File: src/rtl/uart_mem_pkg.sv
// uart_mem_pkg: shared states, response bytes and default opcodes for uart_mem_ctrl
package uart_mem_pkg;
  typedef enum logic [2:0] {IDLE, GET_ADDR, GET_DATA, GET_CSUM, MEM, SEND, WAIT_TX} state_t;
  localparam logic [7:0] RESP_ACK = 8'h06;
  localparam logic [7:0] RESP_NAK = 8'h15;
  localparam logic [7:0] OP_WRITE_DEF = 8'h57;
  localparam logic [7:0] OP_READ_DEF = 8'h52;
  localparam int TIMEOUT_DEF = 4095;
endpackage

File: src/rtl/uart_mem_timeout.sv
// uart_mem_timeout: saturating inter-byte idle counter (clk, rst, clr, en in; expire pulse out)
module uart_mem_timeout #(
  parameter int TIMEOUT = 4095
) (
  input  logic clk,
  input  logic rst,
  input  logic clr,
  input  logic en,
  output logic expire
);
  localparam int W = $clog2(TIMEOUT + 1);
  logic [W-1:0] cnt_q, cnt_d;
  logic at_max;
  always_comb begin
    at_max = cnt_q == W'(TIMEOUT);
    cnt_d = clr ? '0 : (en && !at_max) ? cnt_q + W'(1) : cnt_q;
    expire = en && !clr && at_max;
  end
  always_ff @(posedge clk) cnt_q <= rst ? '0 : cnt_d;
endmodule

File: src/rtl/uart_mem_ctrl.sv
// uart_mem_ctrl: UART command packets to one memory read/write with a one-byte reply; checksum byte when UART_MEM_CTRL_CHECKSUM_EN is defined
module uart_mem_ctrl
  import uart_mem_pkg::*;
#(
  parameter int FRAME_WIDTH = 8,
  parameter int TIMEOUT = TIMEOUT_DEF,
  parameter logic [FRAME_WIDTH-1:0] OP_WRITE = FRAME_WIDTH'(OP_WRITE_DEF),
  parameter logic [FRAME_WIDTH-1:0] OP_READ = FRAME_WIDTH'(OP_READ_DEF)
) (
  input  logic                   clk,
  input  logic                   rst,
  input  logic [FRAME_WIDTH-1:0] rx_data,
  input  logic                   rx_done,
  output logic                   clr_rx_done,
  output logic [FRAME_WIDTH-1:0] tx_data,
  output logic                   tx_start,
  input  logic                   tx_busy,
  output logic                   mem_req,
  output logic                   mem_we,
  output logic [FRAME_WIDTH-1:0] mem_addr,
  output logic [FRAME_WIDTH-1:0] mem_wdata,
  input  logic [FRAME_WIDTH-1:0] mem_rdata,
  input  logic                   mem_ack,
  output logic                   err_timeout,
  output logic                   busy
);
  localparam logic [FRAME_WIDTH-1:0] ACK = FRAME_WIDTH'(RESP_ACK);
  localparam logic [FRAME_WIDTH-1:0] NAK = FRAME_WIDTH'(RESP_NAK);
`ifdef UART_MEM_CTRL_CHECKSUM_EN
  localparam state_t PAYLOAD_END = GET_CSUM;
  logic [FRAME_WIDTH-1:0] csum_q, csum_d;
`else
  localparam state_t PAYLOAD_END = MEM;
`endif
  state_t state_q, state_d;
  logic op_we_q, op_we_d, tx_seen_q, tx_seen_d;
  logic clr_rx_done_q, clr_rx_done_d, tx_start_q, tx_start_d;
  logic mem_req_q, mem_req_d, mem_we_q, mem_we_d, err_timeout_q, err_timeout_d;
  logic [FRAME_WIDTH-1:0] tx_data_q, tx_data_d, mem_addr_q, mem_addr_d, mem_wdata_q, mem_wdata_d;
  logic accept, tmo_en, expire;
  assign accept = rx_done && !clr_rx_done_q && (state_q inside {IDLE, GET_ADDR, GET_DATA, GET_CSUM});
  assign tmo_en = state_q inside {GET_ADDR, GET_DATA, GET_CSUM};
  uart_mem_timeout #(.TIMEOUT(TIMEOUT)) u_timeout (
    .clk(clk), .rst(rst), .clr(accept), .en(tmo_en), .expire(expire)
  );
  always_comb begin
    state_d = state_q;
    op_we_d = op_we_q;
    tx_seen_d = tx_seen_q;
    tx_data_d = tx_data_q;
    mem_addr_d = mem_addr_q;
    mem_wdata_d = mem_wdata_q;
    mem_req_d = mem_req_q;
    mem_we_d = mem_we_q;
    clr_rx_done_d = accept;
    tx_start_d = 1'b0;
    err_timeout_d = 1'b0;
`ifdef UART_MEM_CTRL_CHECKSUM_EN
    csum_d = !accept ? csum_q : state_q == IDLE ? rx_data : csum_q ^ rx_data;
`endif
    if (expire) begin
      state_d = IDLE;
      err_timeout_d = 1'b1;
    end else case (state_q)
      IDLE: if (accept) begin
        state_d = (rx_data == OP_WRITE || rx_data == OP_READ) ? GET_ADDR : SEND;
        op_we_d = rx_data == OP_WRITE;
        tx_data_d = (rx_data == OP_WRITE || rx_data == OP_READ) ? tx_data_q : NAK;
      end
      GET_ADDR: if (accept) begin
        mem_addr_d = rx_data;
        state_d = op_we_q ? GET_DATA : PAYLOAD_END;
      end
      GET_DATA: if (accept) begin
        mem_wdata_d = rx_data;
        state_d = PAYLOAD_END;
      end
      GET_CSUM: begin
`ifdef UART_MEM_CTRL_CHECKSUM_EN
        if (accept) begin
          state_d = rx_data == csum_q ? MEM : SEND;
          tx_data_d = rx_data == csum_q ? tx_data_q : NAK;
        end
`else
        state_d = IDLE;
`endif
      end
      MEM: if (mem_ack) begin
        mem_req_d = 1'b0;
        tx_data_d = op_we_q ? ACK : mem_rdata;
        state_d = tx_busy ? SEND : WAIT_TX;
        tx_start_d = !tx_busy;
        tx_seen_d = 1'b0;
      end
      SEND: if (!tx_busy) begin
        tx_start_d = 1'b1;
        state_d = WAIT_TX;
        tx_seen_d = 1'b0;
      end
      WAIT_TX: begin
        tx_seen_d = tx_seen_q | tx_busy;
        state_d = (tx_seen_q && !tx_busy) ? IDLE : WAIT_TX;
      end
      default: state_d = IDLE;
    endcase
    if (state_d == MEM && state_q != MEM) begin
      mem_req_d = 1'b1;
      mem_we_d = op_we_q;
    end
  end
  always_ff @(posedge clk) begin
    if (rst) begin
      state_q <= IDLE;
      op_we_q <= 1'b0;
      tx_seen_q <= 1'b0;
      tx_data_q <= '0;
      mem_addr_q <= '0;
      mem_wdata_q <= '0;
      mem_req_q <= 1'b0;
      mem_we_q <= 1'b0;
      clr_rx_done_q <= 1'b0;
      tx_start_q <= 1'b0;
      err_timeout_q <= 1'b0;
`ifdef UART_MEM_CTRL_CHECKSUM_EN
      csum_q <= '0;
`endif
    end else begin
      state_q <= state_d;
      op_we_q <= op_we_d;
      tx_seen_q <= tx_seen_d;
      tx_data_q <= tx_data_d;
      mem_addr_q <= mem_addr_d;
      mem_wdata_q <= mem_wdata_d;
      mem_req_q <= mem_req_d;
      mem_we_q <= mem_we_d;
      clr_rx_done_q <= clr_rx_done_d;
      tx_start_q <= tx_start_d;
      err_timeout_q <= err_timeout_d;
`ifdef UART_MEM_CTRL_CHECKSUM_EN
      csum_q <= csum_d;
`endif
    end
  end
  assign clr_rx_done = clr_rx_done_q;
  assign tx_data = tx_data_q;
  assign tx_start = tx_start_q;
  assign mem_req = mem_req_q;
  assign mem_we = mem_we_q;
  assign mem_addr = mem_addr_q;
  assign mem_wdata = mem_wdata_q;
  assign err_timeout = err_timeout_q;
  assign busy = state_q != IDLE;
endmodule

File: config.mk
export PLATFORM = sky130hd
export DESIGN_NAME = uart_mem_ctrl
export DESIGN_NICKNAME = d
export VERILOG_FILES = /design/src/rtl/uart_mem_pkg.sv /design/src/rtl/uart_mem_timeout.sv /design/src/rtl/uart_mem_ctrl.sv
export SDC_FILE = /design/constraint.sdc
export NUM_CORES = 1
export LEC_CHECK = 0
export BUFFER_PORTS_ARGS = -buffer_cell sky130_fd_sc_hd__buf_4
export CAP_MARGIN = 20
export CORE_MARGIN = 4
export CORE_UTILIZATION = 25
export DETAILED_ROUTE_END_ITERATION = 12
export GPL_TIMING_DRIVEN = 0
export PLACE_DENSITY = 0.5
export SYNTH_ARGS = -nofsm -noshare
export SYNTH_HDL_FRONTEND = slang
export SYNTH_HIERARCHICAL = 1
export SYNTH_SLANG_ARGS = --single-unit
File: constraint.sdc
create_clock -name clk -period 7.84 [get_ports clk]
set_clock_uncertainty 0.1 [all_clocks]
set_input_delay 0.784 -clock clk [delete_from_list [all_inputs] [get_ports clk]]
set_output_delay 0.784 -clock clk [all_outputs]
set_load 0.1 [all_outputs]
==> results of run 1 <==
-- layout make-up --
| class | count | area share, % |
|---|---|---|
| multi-input combinational | 173 | 42.3 |
| sequential | 46 | 32.7 |
| timing repair buffer | 51 | 13.5 |
| tap | 105 | 4.67 |
| clock buffer | 5 | 2.45 |
| buffer | 11 | 2.09 |
| clock inverter | 3 | 1.56 |
| inverter | 5 | 0.667 |
-- where the power goes --
part / switching [mW] / internal (mW)
registers: 0.00678 / 0.243
logic: 0.107 / 0.0471
clock network: 0.0860 / 0.0957
total: 0.200 / 0.386
-- routing by layer --
layer / vias to the layer above / global-route usage (%) / wire, µm
met3: 5 / 3.99 / 384
met5: - / 0 / 0
met4: 0 / 2.45 / 28
li1: 963 / - / -
met2: 44 / 16.2 / 2300
met1: 861 / 15.6 / 2700
-- kinds of logic after synthesis --
group	after synthesis	synth area share, %
DFF	46	42.1
buffers and inverters	16	3.54
xor gates and xnor gates	2	0.800
AOI/OAI and AO/OA	43	14.9
muxes	22	10.1
adders and majority gates	1	0.571
and+or+nand+nor	105	28.1
-- metrics by stage --
| stage | setup slack (ns) | power, mW | util, % |
|---|---|---|---|
| after floorplan | 4.93 | 0.372 | - |
| after global placement | 4.05 | 0.410 | 32.2 |
| after detailed placement | 4.50 | 0.410 | 32.2 |
| after CTS | 4.48 | 0.594 | 33.6 |
| after global routing | 4.18 | 0.615 | 33.6 |
| final | 4.52 | 0.586 | 33.6 |
-- cell usage in the layout (no fill, tap or decap), types with 3 or more instances in the layout --
master	netlist	layout
buf_4	0	50
dfxtp_1	46	46
nor2_1	30	30
mux2i_1	22	22
nand2_1	17	17
a21oi_1	11	11
nor3_1	9	9
clkbuf_1	6	6
nand3_1	6	6
nand2b_1	5	5
clkbuf_8	0	5
or3_1	4	4
nor2b_1	4	4
o21bai_1	4	4
inv_1	4	4
o21ai_0	4	4
buf_2	2	3
and2_1	3	3
or3b_1	3	3
a211oi_1	3	3
-- worst paths after layout --
check                                 from          end
worst min register to register  tx_data[5]   tx_data[5]
worst max-delay path            state_q[1]  mem_addr[3]
worst max register to register  state_q[1]  mem_addr[3]
worst min-delay path            tx_data[5]   tx_data[5]
-- worst register-to-register path: stages (launching register included) --
cell and delay [ns]:
dfxtp_1 0.37, clkbuf_1 0.32, nor2_1 0.16, nor2_1 0.48
nand4_1 0.31, nor4_1 0.51, buf_2 0.26, nor4b_2 0.08
nand2b_1 0.08, buf_2 0.26, mux2i_1 0.23, nor2_1 0.05
-- state kept, by name, summed over array words and instances (netlist names), 3 cells and up --
| signal | flops |
|---|---|
| mem_addr | 8 |
| mem_wdata | 8 |
| state_q | 3 |
| tx_data | 8 |
| u_timeout/cnt_q | 12 |
==> flow_metrics.tcl, run 1 <==
set metrics [dict create \
    grt_pass1_vias 1881 \
    rsz0062_at_grt "false" \
    multi_input_area_um2 1190 \
    setup_viol 0 \
    syn2layout_area_growth_pct 28.5 \
    cp_num_buf_inv 3 \
    synth_warnings 6 \
    whs_ns 0.364 \
    cts_setup_buffers 0 \
    cts_hold_buf 0 \
    grt_start_max_net_pins 16 \
    cp.depth 11 \
    grt_usage_pct 11.1 \
    reg2reg_depth 11 \
    cts-resized-gates 0 \
    hold_path_depth 2 \
    cp_slowest_cell "nor4_1" \
    synth-async-reset-ratio_pct 0 \
    clockBufferDepth 2 \
    synth_edf_count 0 \
    routed_wl_um 5410 \
    synth_cell_types 59 \
    die_h_um 102 \
    die_x_um 102 \
    synth_flop_cell "dfxtp_1" \
    synth.most_common_cell "dfxtp_1" \
    placementRows 33 \
    synth_cells 235 \
    nets 315 \
    netlist_area_um2 2190 \
    vias 1873 \
    fillers 919 \
    status "finished clean" \
    drt_iter0_markers 59 \
    r2r_slack_ns 4.52 \
    drv_cap 0 \
    cp-start-kind "flip-flop" \
    slew_violations 0 \
    routabilityCongestion 0.767 \
    timing.setup.tns_ns 0 \
    clockRootBuffer "clkbuf_8" \
    antenna_found_initial 0 \
    numCtsBuffers 5 \
    start_util_pct 26.1 \
    path_max_fanout 10 \
    cts.sinks 46 \
    finalCriticalPeriod_ns 3.32 \
    p_leak_nw 1.16 \
    worst_pin_slew_ns 0.580 \
    clk_latency_ns 0.30 \
    clkTransAtPathRegs_ns 0.09 \
    seqCellArea_um2 921 \
    final_cells 399 \
    cp.required_ns 7.93 \
    path_cells "clkbuf_1, nor2_1, nor2_1, nand4_1, nor4_1, buf_2, nor4b_2, nand2b_1, buf_2, mux2i_1, nor2_1" \
    crit_path_frequent_cell "nor2_1" \
    htreeDepth 2 \
    synthTopCellsByArea "dfxtp_1, mux2i_1, nor2_1, nand2_1, a21oi_1" \
    postRouteAntennaNets 0 \
    netlist.area_leader.share_pct 42.1 \
    wire_per_inst_um 13.6 \
    path_delay_family "simple AND/OR/NAND/NOR gates" \
    synth_nets 257 \
    fin_area_um2 2810 \
    fmax_mhz 301 \
    ys_seq_area_share_pct 42.1 \
    period_share_pct 42.3 \
    slowest_delay_ns 0.51 \
    end_kind "flip-flop" \
    place.port_buffers 50 \
    io_pins 51 \
    yosys-top-cells-count "dfxtp_1, nor2_1, mux2i_1" \
    drtPass1Iterations 4 \
    path_class "reg -> reg" \
    hp-class "reg -> reg" \
    p_per_area_nw_per_um2 208 \
    drive_above_1_share_pct 25.9 \
    grt_pass1_wl_um 9180 \
    drc_errors 0 \
    dpl-instance-area_um2 2700 \
    num_antenna_cells 0 \
    placed_cells 391 \
    viasPerCell 4.69 \
    max-slew-margin-rel_pct 61.2 \
    dp_hpwl_um 4040 \
    dieArea_um2 10300 \
    cts_tree "yes" \
    ys_seq_elements 46 \
    final_hold_viol_count 0 \
    cp.arrival_ns 3.40 \
    grt-ovfl-total 0 \
    vdd_ir_drop_max_v 0.000100 \
    coreArea_um2 8380 \
    yosysTopAreaCell "dfxtp_1" \
    synth_area_per_cell_um2 9.32 \
]
(Power assumes the default switching activity.)
==> run 2, diff against run 1 <==
Clock period 7.84 ns to 3.2 ns, I/O delays scaled along.
==> run 2 against run 1 <==
  * Routed wire length grew 0.44%
  * Power grew 150%
  * Utilization is 0.27 points higher
  * Global-route usage stayed put
  * Non-clock buffer count stayed put
==> flow_metrics.tcl, run 2 (synthesized netlist as in run 1, its figures left out) <==
set metrics [dict create \
    vias 1874 \
    p_per_area_nw_per_um2 507 \
    r2r_slack_ns 0.30 \
    routabilityCongestion 0.767 \
    grt_start_max_net_pins 16 \
    start_util_pct 26.1 \
    dieArea_um2 10300 \
    clockRootBuffer "clkbuf_8" \
    cts-resized-gates 1 \
    hp-class "in -> reg" \
    path_cells "clkbuf_1, nor2_1, nor2_4, nand4_1, nor4_4, buf_2, nor4b_2, nand2b_1, buf_2, mux2i_1, nor2_1" \
    slowest_delay_ns 0.37 \
    path_max_fanout 10 \
    viasPerCell 4.70 \
    worst_pin_slew_ns 0.507 \
    max-slew-margin-rel_pct 66.2 \
    final_common_cell "buf_4" \
    layout_setup_ws_ns 0.305 \
    clockBufferDepth 2 \
    clkTransAtPathRegs_ns 0.09 \
    antenna_found_initial 0 \
    status "finished clean" \
    final_hold_viol_count 0 \
    cts.sinks 46 \
    wire_per_inst_um 13.6 \
    postRouteAntennaNets 0 \
    path_class "reg -> reg" \
    cp_slowest_cell "dfxtp_1" \
    placed_cells 391 \
    routed_wl_um 5440 \
    period_share_pct 90.5 \
    grt-ovfl-total 0 \
    drc_errors 0 \
    htreeDepth 2 \
    drv_cap 0 \
    io_pins 51 \
    total_power_mw 1.44 \
    cts_hold_buf 0 \
    drtPass1Iterations 4 \
    cts_tree "yes" \
    end_kind "flip-flop" \
    cp.required_ns 3.29 \
    vdd_ir_drop_max_v 0.000246 \
    clk_latency_ns 0.30 \
    fmax_mhz 345 \
    cts_setup_buffers 0 \
    grt_usage_pct 11.1 \
    final_cells 399 \
    grt_pass1_wl_um 9180 \
    drt_iter0_markers 41 \
    num_antenna_cells 0 \
    place.port_buffers 50 \
    dp_hpwl_um 4040 \
    fillers 914 \
    placementRows 33 \
    setup_viol 0 \
    largest_register "u_timeout/cnt_q" \
    grt_pass1_vias 1881 \
    numCtsBuffers 5 \
    cp.arrival_ns 2.98 \
    die_h_um 102 \
    cp-start-kind "flip-flop" \
    finalCriticalPeriod_ns 2.90 \
    slew_violations 0 \
    rsz0062_at_grt "false" \
    die_x_um 102 \
    multi_input_area_um2 1210 \
    coreArea_um2 8380 \
    dp_slack_ns -0.143 \
    layout_common_cells "buf_4, dfxtp_1, nor2_1, mux2i_1, nand2_1" \
    syn2layout_area_growth_pct 29.5 \
    seqCellArea_um2 921 \
    largest_reg_flops 12 \
    nets 315 \
    p_leak_nw 1.16 \
    drive_above_1_share_pct 26.5 \
]
## run 2: cell counts in the layout (fill, tap and decap cells not counted)
No cell type changed its count.
## run 2: routing by layer
metal	vias to the layer above	track usage [%]	share of wire (%)
li1	963	-	-
met1	855	15.6	50
met2	49	16.2	42
met3	7	3.99	7.2
met4	0	2.45	0.81
met5	-	0	0
## run 2: per-stage QoR
stage | setup TNS (ns) | instance area [µm²] | hold slack (ns) | util, %
global route | 0 | 2840 | 0.150 | 33.8
floorplan | 0 | 2190 | 0.357 | -
detailed placement | -1.08 | 2700 | 0.360 | 32.2
global placement | -13.57 | 2700 | 0.351 | 32.2
finish | 0 | 2840 | 0.161 | 33.8
CTS | 0 | 2820 | 0.153 | 33.6
## run 2: cell type report
type                       count  area share (%)
buffer                        11            2.07
clock buffer                   5            2.43
clock inverter                 3            1.54
inverter                       5           0.662
multi-input combinational    173            42.8
sequential                    46            32.5
tap                          105            4.63
timing repair buffer          51            13.4
## run 2: where the power goes
group          internal (mW)  switching (mW)
logic                  0.116           0.265
clock network          0.234           0.210
registers              0.596          0.0167
## run 2: final timing paths
| check | from | end | cells past startpoint |
|---|---|---|---|
| worst max-delay path | state_q[1] | mem_addr[3] | 11 |
| worst min register to register | tx_data[5] | tx_data[5] | 2 |
| worst min-delay path | mem_rdata[6] | tx_data[6] | 3 |
| worst max register to register | state_q[1] | mem_addr[3] | 11 |
## run 2: worst max-delay path, delay by kind of cell (launching register included)
family,cells,cell delay [ns]
buffers and inverters,3,0.80
flip-flops,1,0.37
multiplexers,1,0.23
AND/OR/NAND/NOR,7,1.26
